--- config.mk ---
export PLATFORM = sky130hd
export DESIGN_NAME = pipe_ctrl
export DESIGN_NICKNAME = d
export VERILOG_FILES = /design/src/rtl/pipe_ctrl_pkg.sv /design/src/rtl/pipe_ctrl.sv
export SDC_FILE = /design/constraint.sdc
export NUM_CORES = 1
export LEC_CHECK = 0
export ABC_AREA = 0
export BUFFER_PORTS_ARGS = -buffer_cell sky130_fd_sc_hd__buf_2
export CAP_MARGIN = 10
export CORE_UTILIZATION = 40
export CTS_CLUSTER_SIZE = 30
export DETAILED_ROUTE_END_ITERATION = 8
export PLACE_DENSITY_LB_ADDON = 0.15
export SYNTH_ARGS = -nofsm -noshare
export SYNTH_HDL_FRONTEND = slang
export SYNTH_SLANG_ARGS = --single-unit
--- constraint.sdc ---
create_clock -name clk -period 4.1 [get_ports clk]
set_clock_uncertainty 0.2 [all_clocks]
set_input_delay 0.615 -clock clk [delete_from_list [all_inputs] [get_ports clk]]
set_output_delay 0.615 -clock clk [all_outputs]
set_load 0.02 [all_outputs]
--- src/rtl/pipe_ctrl_pkg.sv ---
// rtl/pipe_ctrl_pkg.sv - shared constants for the pipeline controller
package pipe_ctrl_pkg;

    // Program counter width used by redirect paths.
    localparam int PC_W = 32;

    // Stall-vector bit positions, one per pipeline stage.
    localparam int STG_IF  = 0;
    localparam int STG_ID  = 1;
    localparam int STG_EX  = 2;
    localparam int STG_MEM = 3;
    localparam int STG_WB  = 4;
    localparam int STG_N   = 5;

    // Hold patterns: every stage up to and including the requester is held.
    localparam logic [STG_N-1:0] STALL_NONE = 5'b00000;
    localparam logic [STG_N-1:0] STALL_IF   = 5'b00001;
    localparam logic [STG_N-1:0] STALL_LOAD = 5'b00011;
    localparam logic [STG_N-1:0] STALL_EX   = 5'b00111;
    localparam logic [STG_N-1:0] STALL_MEM  = 5'b01111;
    localparam logic [STG_N-1:0] STALL_ALL  = 5'b11111;

    typedef enum logic [1:0] {
        ST_RUN   = 2'd0,
        ST_FWAIT = 2'd1,
        ST_FLUSH = 2'd2
    } state_t;

endpackage

--- src/rtl/pipe_ctrl.sv ---
// rtl/pipe_ctrl.sv - pipeline stall/flush controller with stall counter
//
// Ports:
//   clk, rst            core clock, asynchronous active-high reset
//   if_stallreq         instruction bus wait
//   ex_stallreq         multi-cycle EX operation busy
//   mem_stallreq        data bus wait
//   hazard_ex/_mem      register read conflicts with EX/MEM destination
//   ex_isload/mem_isload load in EX/MEM stage
//   exc_req, exc_target exception/eret pulse and its redirect PC
//   cnt_clr             synchronous clear of stall_cnt
//   stall[4:0]          per-stage hold (IF, ID, EX, MEM, WB)
//   flush, flush_pc     registered one-cycle kill with redirect PC
//   stall_cnt           saturating count of cycles with IF held
module pipe_ctrl
    import pipe_ctrl_pkg::*;
#(
    parameter int CNT_W = 32
) (
    input  logic              clk,
    input  logic              rst,
    input  logic              if_stallreq,
    input  logic              ex_stallreq,
    input  logic              mem_stallreq,
    input  logic              hazard_ex,
    input  logic              hazard_mem,
    input  logic              ex_isload,
    input  logic              mem_isload,
    input  logic              exc_req,
    input  logic [PC_W-1:0]   exc_target,
    input  logic              cnt_clr,
    output logic [STG_N-1:0]  stall,
    output logic              flush,
    output logic [PC_W-1:0]   flush_pc,
    output logic [CNT_W-1:0]  stall_cnt
);

    state_t            state;
    state_t            state_nx;
    logic [PC_W-1:0]   tgt_q;
    logic [PC_W-1:0]   redirect_pc;
    logic [STG_N-1:0]  stall_run;
    logic              load_use;
    logic              bus_wait;
    logic              latch_tgt;

    assign load_use = (hazard_ex & ex_isload) | (hazard_mem & mem_isload);

    // A redirect may only be issued once no bus transaction is outstanding,
    // otherwise the in-flight access would complete into a killed pipeline.
    assign bus_wait = if_stallreq | mem_stallreq;

    // Priority order: the deepest requester wins because holding it
    // implicitly requires holding everything upstream of it.
    always_comb begin
        stall_run = STALL_NONE;
        if (mem_stallreq) begin
            stall_run = STALL_MEM;
        end else if (ex_stallreq) begin
            stall_run = STALL_EX;
        end else if (load_use) begin
            stall_run = STALL_LOAD;
        end else if (if_stallreq) begin
            stall_run = STALL_IF;
        end
    end

    always_comb begin
        state_nx  = state;
        stall     = stall_run;
        latch_tgt = 1'b0;
        case (state)
            ST_RUN: begin
                if (exc_req) begin
                    latch_tgt = 1'b1;
                    state_nx  = bus_wait ? ST_FWAIT : ST_FLUSH;
                end
            end
            ST_FWAIT: begin
                stall = STALL_ALL;
                if (!bus_wait) begin
                    state_nx = ST_FLUSH;
                end
            end
            ST_FLUSH: begin
                stall    = STALL_NONE;
                state_nx = ST_RUN;
            end
            default: begin
                state_nx = ST_RUN;
            end
        endcase
    end

    // Entering FLUSH straight from RUN uses the target arriving this cycle;
    // from FWAIT the earlier latched target is used.
    assign redirect_pc = (state == ST_RUN) ? exc_target : tgt_q;

    always_ff @(posedge clk or posedge rst) begin
        if (rst) begin
            state    <= ST_RUN;
            tgt_q    <= '0;
            flush    <= 1'b0;
            flush_pc <= '0;
        end else begin
            state <= state_nx;
            if (latch_tgt) begin
                tgt_q <= exc_target;
            end
            flush <= (state_nx == ST_FLUSH);
            if (state_nx == ST_FLUSH) begin
                flush_pc <= redirect_pc;
            end
        end
    end

    always_ff @(posedge clk or posedge rst) begin
        if (rst) begin
            stall_cnt <= '0;
        end else if (cnt_clr) begin
            stall_cnt <= '0;
        end else if (stall[STG_IF] && (stall_cnt != {CNT_W{1'b1}})) begin
            stall_cnt <= stall_cnt + CNT_W'(1);
        end
    end

endmodule

==> flow_summary.json, run 1 <==
{
  "cp-start-kind": "flop",
  "postSynth.asyncResetShare": 1.00,
  "post-route-period-util": 0.775,
  "timing.hold.worst.class": "in2async",
  "yosysWarnings": 0,
  "yosys_most_used_dff": "sky130_fd_sc_hd__dfrtp_1",
  "die_area_mm2": 0.0126,
  "grt_antenna_before_repair": 0,
  "slew-limit-headroom": 0.566,
  "worstSetupStartpoint": "state[0]$_DFF_PP0_",
  "synth.ff_latch_count": 99,
  "area.growth.synth_to_final_pct": 20.1,
  "setup_violating_endpoint_count_in_the_final_report": 0,
  "clkSinkCount": 99,
  "cts.reportedPaths.clkPinSlew_ps": 70,
  "synth_nets": 448,
  "drt_wl_total_um": 10700,
  "placement.setup.worst_slack_ps": 971,
  "rsz_0062_raised_after_global_routing": "false",
  "max_freq_ghz": 0.315,
  "worst-r2r-setup-slack_ps": 1030,
  "firstDrtPassIters": 4,
  "post_route_cells_drive_above_1_share": 0.481,
  "core_mm2": 0.0117,
  "slew_at_the_pin_closest_to_its_max_slew_limit_ps": 651,
  "detailedRoute.firstIterationViolations": 181,
  "worst-r2r-cell-count": 8,
  "num_vias": 3548,
  "p_leak_nw": 2.66,
  "die_x_extent_um": 112,
  "remaining_drc_errors": 0,
  "grt_start_max_net_pins": 51,
  "library_cell_appearing_most_often_on_the_critical_path": "sky130_fd_sc_hd__inv_1",
  "grt_first_pass_wirelength_um": 18200,
  "die_y_um": 112,
  "number_of_enable_flip_flop_cells_after_synthesis": 0,
  "nNetsFinal": 554,
  "dp_hpwl_um": 7410,
  "tritoncts": "yes",
  "cell_by_cell_listing_of_the_critical_path": "inv_1, ha_1, nor3_1, a22o_1, inv_1, buf_2",
  "grt.total_usage": 0.185,
  "gp_congestion": 0.760,
  "clk_latency_ps": 350,
  "reg2reg_from": "state[0]$_DFF_PP0_",
  "max_cap_viol_count": 0,
  "ctsHtreeMaxLevel": 3,
  "worstPathMaxFanout": 12,
  "crit-reg2reg-capture": "flush_pc[7]$_DFFE_PP0P_",
  "final_worst_setup_slack_ps": 922,
  "outcome": "finished clean",
  "cts_buffers": 9,
  "cts_setup_buffers": 0,
  "endpoint_required_time_on_the_critical_path_ps": 3280,
  "start_util": 0.418,
  "power-per-cell-area_mw_per_mm2": 703,
  "clock_path_buffers": 2,
  "cts_root_buffer": "sky130_fd_sc_hd__clkbuf_16",
  "hold_viol_final": 0,
  "worst_ep_arrival_time_ps": 2360,
  "io_buffer_count": 112,
  "mapped_cell_area_mm2": 0.00487,
  "std_cell_rows": 39,
  "antenna_viol_nets_final": 0,
  "antenna_cells": 0,
  "postSynthAreaPerCell_um2": 12.1,
  "cts_repair_resize_count": 0,
  "critical_path_end_type": "output port",
  "irDropWorstVdd_mv": 0.523,
  "sum_of_internal_switching_and_leakage_power_mw": 4.11,
  "post_synth_inst_count": 402,
  "hold_buffers": 0,
  "drt-wirelength-per-cell_um": 16.2,
  "fin_crit_ps": 3180,
  "critical-path-max-stage-delay_ps": 480,
  "tns_ps": 0,
  "synth_sequential_area_ratio": 0.508,
  "drv_slew": 0,
  "pin_count": 113,
  "crit_path_kind": "reg2out",
  "timing.critical_path.slowest_stage_cell": "sky130_fd_sc_hd__a22o_1",
  "post_synth_num_cell_types": 48,
  "avgViaCountPerCell": 5.41,
  "via_count_of_the_first_global_routing_pass": 3637,
  "gr-total-overflow": 0
}
[Yosys cell counts, types with 3 or more instances]
cell type,instances,area (um2)
sky130_fd_sc_hd__buf_2,6,30.0
sky130_fd_sc_hd__and4_1,3,26.3
sky130_fd_sc_hd__nor2b_1,3,18.8
sky130_fd_sc_hd__inv_1,10,37.5
sky130_fd_sc_hd__nor3_1,10,50.1
sky130_fd_sc_hd__nand2_1,13,48.8
sky130_fd_sc_hd__o31ai_1,5,37.5
sky130_fd_sc_hd__nand3_1,9,45.0
sky130_fd_sc_hd__or4_1,4,30.0
sky130_fd_sc_hd__buf_6,4,45.0
sky130_fd_sc_hd__or3_1,13,81.3
sky130_fd_sc_hd__o21ai_0,18,90.1
sky130_fd_sc_hd__ha_1,3,37.5
sky130_fd_sc_hd__nand4_1,15,93.8
sky130_fd_sc_hd__dfrtp_1,99,2480
sky130_fd_sc_hd__xnor2_1,5,43.8
sky130_fd_sc_hd__and3_1,3,18.8
sky130_fd_sc_hd__a2111oi_2,4,60.1
sky130_fd_sc_hd__nor2_1,17,63.8
sky130_fd_sc_hd__clkbuf_1,10,37.5
sky130_fd_sc_hd__mux2_2,96,1080
sky130_fd_sc_hd__a21oi_1,19,95.1
[worst max-delay path by stage]
| stage | to | slack, ps | cells past startpoint |
|---|---|---|---|
| global route | stall[0] | 710 | 6 |
| CTS | stall[0] | 880 | 6 |
| finish | stall[0] | 920 | 6 |
| floorplan | flush$_DFF_PP0_ | 690 | 1 |
| detailed placement | flush_pc[7]$_DFFE_PP0P_ | 970 | 8 |
| global placement | flush_pc[2]$_DFFE_PP0P_ | 1090 | 8 |
[flip-flops by register name, indices dropped and copies added, names as in the netlist]
register	flops
state	2
tgt_q	32
stall_cnt	32
flush	1
flush_pc	32
[routing by layer]
metal / track usage / up-vias / share of wire
li1: - / 1704 / -
met1: 0.245 / 1730 / 0.45
met2: 0.294 / 103 / 0.48
met3: 0.0567 / 11 / 0.059
met4: 0.0524 / 0 / 0.010
met5: 0 / - / 0
[through the flow]
stage / std cells / area, um2 / hold slack, ps / utilization
2_1_floorplan: 402 / 4870 / 277 / -
3_3_place_gp: 640 / 5540 / 285 / 0.475
3_5_place_dp: 640 / 5540 / 291 / 0.475
4_1_cts: 656 / 5850 / 166 / 0.502
5_1_grt: 656 / 5850 / 202 / 0.502
6_report: 656 / 5850 / 149 / 0.502
[kinds of logic after synthesis]
kind of cell | share of synthesized area
AOI/OAI and AO/OA | 0.0768
xor gates and xnor gates | 0.0126
adders and majority gates | 0.00770
buffers and inverters | 0.0331
DFF | 0.508
muxes | 0.231
and+or+nand+nor | 0.131
[layout by cell type (no fill, tap or decap), types with 2 or more instances in the layout]
cell type	count
sky130_fd_sc_hd__and4_1	3
sky130_fd_sc_hd__or4_1	4
sky130_fd_sc_hd__o21ai_0	18
sky130_fd_sc_hd__a2111oi_2	4
sky130_fd_sc_hd__a21oi_1	19
sky130_fd_sc_hd__nand4_1	15
sky130_fd_sc_hd__mux2i_1	2
sky130_fd_sc_hd__clkbuf_16	9
sky130_fd_sc_hd__mux2_2	96
sky130_fd_sc_hd__nor3_1	10
sky130_fd_sc_hd__inv_8	3
sky130_fd_sc_hd__xnor2_1	5
sky130_fd_sc_hd__and2_1	2
sky130_fd_sc_hd__inv_6	2
sky130_fd_sc_hd__and3_1	3
sky130_fd_sc_hd__nand3_1	9
sky130_fd_sc_hd__dfrtp_1	99
sky130_fd_sc_hd__mux2_1	2
sky130_fd_sc_hd__buf_4	5
sky130_fd_sc_hd__o21a_1	2
sky130_fd_sc_hd__or4_2	2
sky130_fd_sc_hd__xor2_1	2
sky130_fd_sc_hd__o31ai_1	5
sky130_fd_sc_hd__or3_1	13
sky130_fd_sc_hd__inv_1	9
sky130_fd_sc_hd__buf_2	112
sky130_fd_sc_hd__nand2_1	13
sky130_fd_sc_hd__ha_1	3
sky130_fd_sc_hd__nor2b_1	3
sky130_fd_sc_hd__nor3_4	2
sky130_fd_sc_hd__nor2_1	17
[power by group]
group	internal (mW)	switching, mW	leakage [nW]
clock network	0.491	0.408	0.152
registers	1.33	0.179	1.24
logic	0.808	0.899	1.27
total	2.63	1.48	2.66
[layout make-up]
type	count	area [um2]
fill	1060	5810
sequential	99	2480
multi-input combinational	271	2240
timing repair buffer	117	598
clock buffer	9	225
tap	143	179
clock inverter	7	88.8
inverter	10	40.0
[worst max-delay path, delay by kind of cell (launching register included)]
kind            cells  cell delay [ps]
buf+inv             3              570
compound gates      1              480
flops               1              390
fa+ha+maj           1              360
simple gates        1              210
(Power assumes the default switching activity.)
==> run 2, diff against run 1 <==
==> constraint.sdc (replaced) <==
create_clock -name clk -period 3 [get_ports clk]
set_clock_uncertainty 0.2 [all_clocks]
set_input_delay 0.45 -clock clk [delete_from_list [all_inputs] [get_ports clk]]
set_output_delay 0.45 -clock clk [all_outputs]
set_load 0.02 [all_outputs]
==> flow_summary.json, run 2 (same netlist as run 1, synthesis figures left out) <==
{
  "sum_of_internal_switching_and_leakage_power_mw": 5.49,
  "drv_slew": 0,
  "cell_by_cell_listing_of_the_critical_path": "inv_1, ha_1, nor3_1, a22o_2, inv_1, buf_2",
  "slew-limit-headroom": 0.532,
  "core_mm2": 0.0117,
  "clk_latency_ps": 350,
  "grt.total_usage": 0.184,
  "post-route-period-util": 0.918,
  "power-per-cell-area_mw_per_mm2": 941,
  "io_buffer_count": 112,
  "setup_violating_endpoint_count_in_the_final_report": 0,
  "tritoncts": "yes",
  "rsz_0062_raised_after_global_routing": "false",
  "crit_path_buf_inv_count": 3,
  "dp_hpwl_um": 7480,
  "dpl_cell_area_mm2": 0.00557,
  "timing.hold.worst.class": "in2async",
  "worst-r2r-setup-slack_ps": 400,
  "avgViaCountPerCell": 5.46,
  "remaining_drc_errors": 0,
  "die_x_extent_um": 112,
  "area_taken_by_multi_input_logic_gates_mm2": 0.00224,
  "antenna_cells": 0,
  "die_area_mm2": 0.0126,
  "nNetsFinal": 557,
  "outcome": "finished clean",
  "gp_congestion": 0.763,
  "tns_ps": 0,
  "place.detailed.instances": 643,
  "cp-start-kind": "flop",
  "cts.reportedPaths.clkPinSlew_ps": 70,
  "reg2reg_from": "state[0]$_DFF_PP0_",
  "worst-r2r-cell-count": 7,
  "slew_at_the_pin_closest_to_its_max_slew_limit_ps": 703,
  "fin_crit_ps": 2750,
  "grt_start_max_net_pins": 54,
  "crit_path_kind": "reg2out",
  "max_cap_viol_count": 0,
  "via_count_of_the_first_global_routing_pass": 3724,
  "cts_buffers": 9,
  "post_route_cells_drive_above_1_share": 0.480,
  "die_y_um": 112,
  "final_util": 0.500,
  "library_cell_appearing_most_often_on_the_critical_path": "sky130_fd_sc_hd__inv_1",
  "critical-path-max-stage-delay_ps": 390,
  "worstPathMaxFanout": 12,
  "grt_antenna_before_repair": 0,
  "area.growth.synth_to_final_pct": 19.8,
  "antenna_viol_nets_final": 0,
  "crit-reg2reg-capture": "stall_cnt[19]$_DFFE_PP0P_",
  "drt_wl_total_um": 10800,
  "max_freq_ghz": 0.363,
  "worstSetupPathDepth": 6,
  "finalInstanceArea_mm2": 0.00584,
  "mostFrequentLayoutCells": "112 x sky130_fd_sc_hd__buf_2, 99 x sky130_fd_sc_hd__dfrtp_1, 96 x sky130_fd_sc_hd__mux2_2",
  "layout.cells.non_filler": 658,
  "mostFrequentLayoutCell": "sky130_fd_sc_hd__buf_2",
  "cts_root_buffer": "sky130_fd_sc_hd__clkbuf_16",
  "num_vias": 3593,
  "clock_path_buffers": 2,
  "layout.filler_cells": 1120,
  "ff_latch_area_mm2": 0.00248,
  "timing.critical_path.slowest_stage_cell": "sky130_fd_sc_hd__dfrtp_1",
  "std_cell_rows": 39,
  "clkSinkCount": 99,
  "largestRegisters": "flush_pc: 32 flops, stall_cnt: 32 flops, tgt_q: 32 flops",
  "detailedRoute.firstIterationViolations": 160,
  "endpoint_required_time_on_the_critical_path_ps": 2350,
  "grt_first_pass_wirelength_um": 18300,
  "pin_count": 113,
  "gr-total-overflow": 0,
  "worst_ep_arrival_time_ps": 2100,
  "critical_path_end_type": "output port",
  "firstDrtPassIters": 4,
  "drt-wirelength-per-cell_um": 16.4,
  "start_util": 0.418,
  "ctsHtreeMaxLevel": 3,
  "critPathTopFamily": "buffers and inverters",
  "irDropWorstVdd_mv": 0.480,
  "p_leak_nw": 2.65,
  "hold_viol_final": 0
}
[run 2: worst max-delay path by stage]
| stage | startpoint | endpoint | slack, ps |
|---|---|---|---|
| floorplan | state[0]$_DFF_PP0_ | flush_pc[10]$_DFFE_PP0P_ | 660 |
| global placement | hazard_ex | stall_cnt[1]$_DFFE_PP0P_ | 400 |
| detailed placement | state[0]$_DFF_PP0_ | stall_cnt[19]$_DFFE_PP0P_ | 340 |
| CTS | state[0]$_DFF_PP0_ | stall[0] | 220 |
| global route | state[0]$_DFF_PP0_ | stall[0] | 110 |
| finish | state[0]$_DFF_PP0_ | stall[0] | 250 |
[run 2: final cells by class]
cell class	count	area share
sequential	99	0.424
multi-input combinational	271	0.384
timing repair buffer	120	0.108
clock buffer	13	0.0429
tap	143	0.0307
inverter	10	0.00707
clock inverter	2	0.00214
[run 2: per-stage QoR]
stage	hold WS [ps]	worst slack, ps
floorplan	277	661
CTS	91.4	225
global placement	285	395
finish	74.0	245
detailed placement	292	336
global route	146	108
[run 2: what timing repair did]
item,in CTS,in global routing
endpoints found under the setup margin,1,0
buffers inserted,0,0
hold buffers,0,0
endpoints found under the hold margin,0,0
resized for setup,1,0
[run 2: worst min-delay path, cell delays in order]
cell and delay (ps):
sky130_fd_sc_hd__buf_2 110, sky130_fd_sc_hd__clkinvlp_4 60, sky130_fd_sc_hd__buf_4 470
[run 2: power by group]
part / switching (mW) / internal [mW] / leakage [nW]
Clock: 0.483 / 0.580 / 0.126
Sequential: 0.237 / 1.82 / 1.24
Combinational: 1.24 / 1.13 / 1.29
Total: 1.96 / 3.53 / 2.65
[run 2: routing by layer]
metal,track usage,wire length [um]
met5,0,0
met2,0.298,5060
met4,0.0773,214
met1,0.239,4940
met3,0.0432,579
==> run 3, diff against run 2 <==
--- a/config.mk
+++ b/config.mk
@@ -12,6 +12,7 @@
 export CTS_CLUSTER_SIZE = 30
 export DETAILED_ROUTE_END_ITERATION = 8
 export PLACE_DENSITY_LB_ADDON = 0.15
+export REMOVE_ABC_BUFFERS = 1
 export SYNTH_ARGS = -nofsm -noshare
 export SYNTH_HDL_FRONTEND = slang
 export SYNTH_SLANG_ARGS = --single-unit
==> flow_summary.json, run 3 (same netlist as run 1, synthesis figures left out) <==
{
  "outcome": "finished clean",
  "critical-path-max-stage-delay_ps": 400,
  "pin_count": 113,
  "clkSinkCount": 99,
  "area.growth.synth_to_final_pct": 20.5,
  "cts_repair_resize_count": 0,
  "clk_latency_ps": 340,
  "crit_path_kind": "reg2out",
  "gp_congestion": 0.774,
  "slew-limit-headroom": 0.572,
  "std_cell_rows": 39,
  "grt_antenna_before_repair": 0,
  "gr-total-overflow": 0,
  "slew_at_the_pin_closest_to_its_max_slew_limit_ps": 642,
  "power-per-cell-area_mw_per_mm2": 943,
  "grt.total_usage": 0.187,
  "irDropWorstVdd_mv": 0.498,
  "endpoint_required_time_on_the_critical_path_ps": 2350,
  "library_cell_appearing_most_often_on_the_critical_path": "sky130_fd_sc_hd__inv_1",
  "fin_crit_ps": 2600,
  "io_buffer_count": 112,
  "worstPathMaxFanout": 7,
  "worst_ep_arrival_time_ps": 1950,
  "tns_ps": 0,
  "cts_root_buffer": "sky130_fd_sc_hd__clkbuf_16",
  "timing.critical_path.slowest_stage_cell": "sky130_fd_sc_hd__dfrtp_1",
  "avgViaCountPerCell": 5.38,
  "drt-wirelength-per-cell_um": 16.3,
  "largestRegisters": "flush_pc: 32 flops, stall_cnt: 32 flops, tgt_q: 32 flops",
  "core_mm2": 0.0117,
  "hold_buffers": 1,
  "hold_viol_final": 0,
  "via_count_of_the_first_global_routing_pass": 3635,
  "drt_wl_total_um": 10800,
  "final_util": 0.504,
  "critPathTopFamily": "buffers and inverters",
  "crit_path_buf_inv_count": 3,
  "firstDrtPassIters": 4,
  "rsz_0062_raised_after_global_routing": "false",
  "die_y_um": 112,
  "p_leak_nw": 2.67,
  "cp-start-kind": "flop",
  "timing.hold.worst.class": "in2reg",
  "tritoncts": "yes",
  "post_route_cells_drive_above_1_share": 0.480,
  "mostFrequentLayoutCell": "sky130_fd_sc_hd__buf_2",
  "final_worst_setup_slack_ps": 403,
  "cts_buffers": 9,
  "cts.reportedPaths.clkPinSlew_ps": 70,
  "critical_path_end_type": "output port",
  "cell_by_cell_listing_of_the_critical_path": "inv_1, ha_1, nor3_1, a22o_1, inv_1, buf_2",
  "grt_first_pass_wirelength_um": 18400,
  "clock_path_buffers": 2,
  "post-route-period-util": 0.866,
  "nNetsFinal": 558,
  "setup_violating_endpoint_count_in_the_final_report": 0,
  "remaining_drc_errors": 0,
  "antenna_cells": 0,
  "detailedRoute.firstIterationViolations": 181,
  "ctsHtreeMaxLevel": 3,
  "placement.setup.worst_slack_ps": 525,
  "die_x_extent_um": 112,
  "num_vias": 3552,
  "max_freq_ghz": 0.385,
  "grt_start_max_net_pins": 47,
  "dp_hpwl_um": 7400,
  "antenna_viol_nets_final": 0,
  "die_area_mm2": 0.0126,
  "cts_setup_buffers": 0,
  "drv_slew": 0,
  "max_cap_viol_count": 0,
  "start_util": 0.418,
  "mostFrequentLayoutCells": "112 x sky130_fd_sc_hd__buf_2, 99 x sky130_fd_sc_hd__dfrtp_1, 96 x sky130_fd_sc_hd__mux2_2"
}
[run 3: where the power goes]
| group | total, mW | leakage [nW] | switching, mW | internal, mW |
|---|---|---|---|---|
| registers | 2.06 | 1.24 | 0.237 | 1.82 |
| clock network | 1.10 | 0.134 | 0.509 | 0.593 |
| logic | 2.38 | 1.30 | 1.25 | 1.14 |
| total | 5.54 | 2.67 | 1.99 | 3.55 |
[run 3: path summary, 6_finish.rpt]
path / from / to / slack (ps) / cells after the start
worst min-delay path: exc_target[0] / tgt_q[0]$_DFFE_PP0P_ / 140 / 2
max in group asynchronous: rst / flush_pc[27]$_DFFE_PP0P_ / 1480 / 4
worst min register to register: flush_pc[1]$_DFFE_PP0P_ / flush_pc[1]$_DFFE_PP0P_ / 300 / 1
worst max register to register: state[0]$_DFF_PP0_ / stall_cnt[19]$_DFFE_PP0P_ / 510 / 7
min in group asynchronous: rst / tgt_q[22]$_DFFE_PP0P_ / 450 / 3
worst max-delay path: state[0]$_DFF_PP0_ / stall[0] / 400 / 6
[run 3: layout make-up]
class	count	area (um2)
fillers	1096	5790
flip-flops and latches	99	2480
multi-input cells	271	2240
repair buffers	121	656
clock buffers	12	246
well taps	143	179
inverters	10	40.0
clock inverters	4	33.8
[run 3: worst reg2reg max path, stage by stage (launching register included)]
cell                      delay [ps]
sky130_fd_sc_hd__dfrtp_1         400
sky130_fd_sc_hd__inv_1            60
sky130_fd_sc_hd__ha_1            360
sky130_fd_sc_hd__nor3_1           70
sky130_fd_sc_hd__a22o_1          240
sky130_fd_sc_hd__a31o_2          410
sky130_fd_sc_hd__or4_1           530
sky130_fd_sc_hd__a21oi_1         150
[run 3: per-stage QoR]
step           area, um2  power [mW]  hold WS [ps]  instances
5_1_grt             5870        5.89           133        660
2_1_floorplan       4750        3.77           277        380
3_3_place_gp        5580        4.41           267        643
4_1_cts             5870        5.63           129        660
3_5_place_dp        5580        4.51           273        643
6_report            5870        5.54           142        660
[run 3: per-layer routing]
metal	vias up	GRT usage	wire length [um]
met3	15	0.0400	527
met4	0	0.0853	200
met2	76	0.294	5010
met5	-	0	0
li1	1704	-	-
met1	1757	0.250	5030
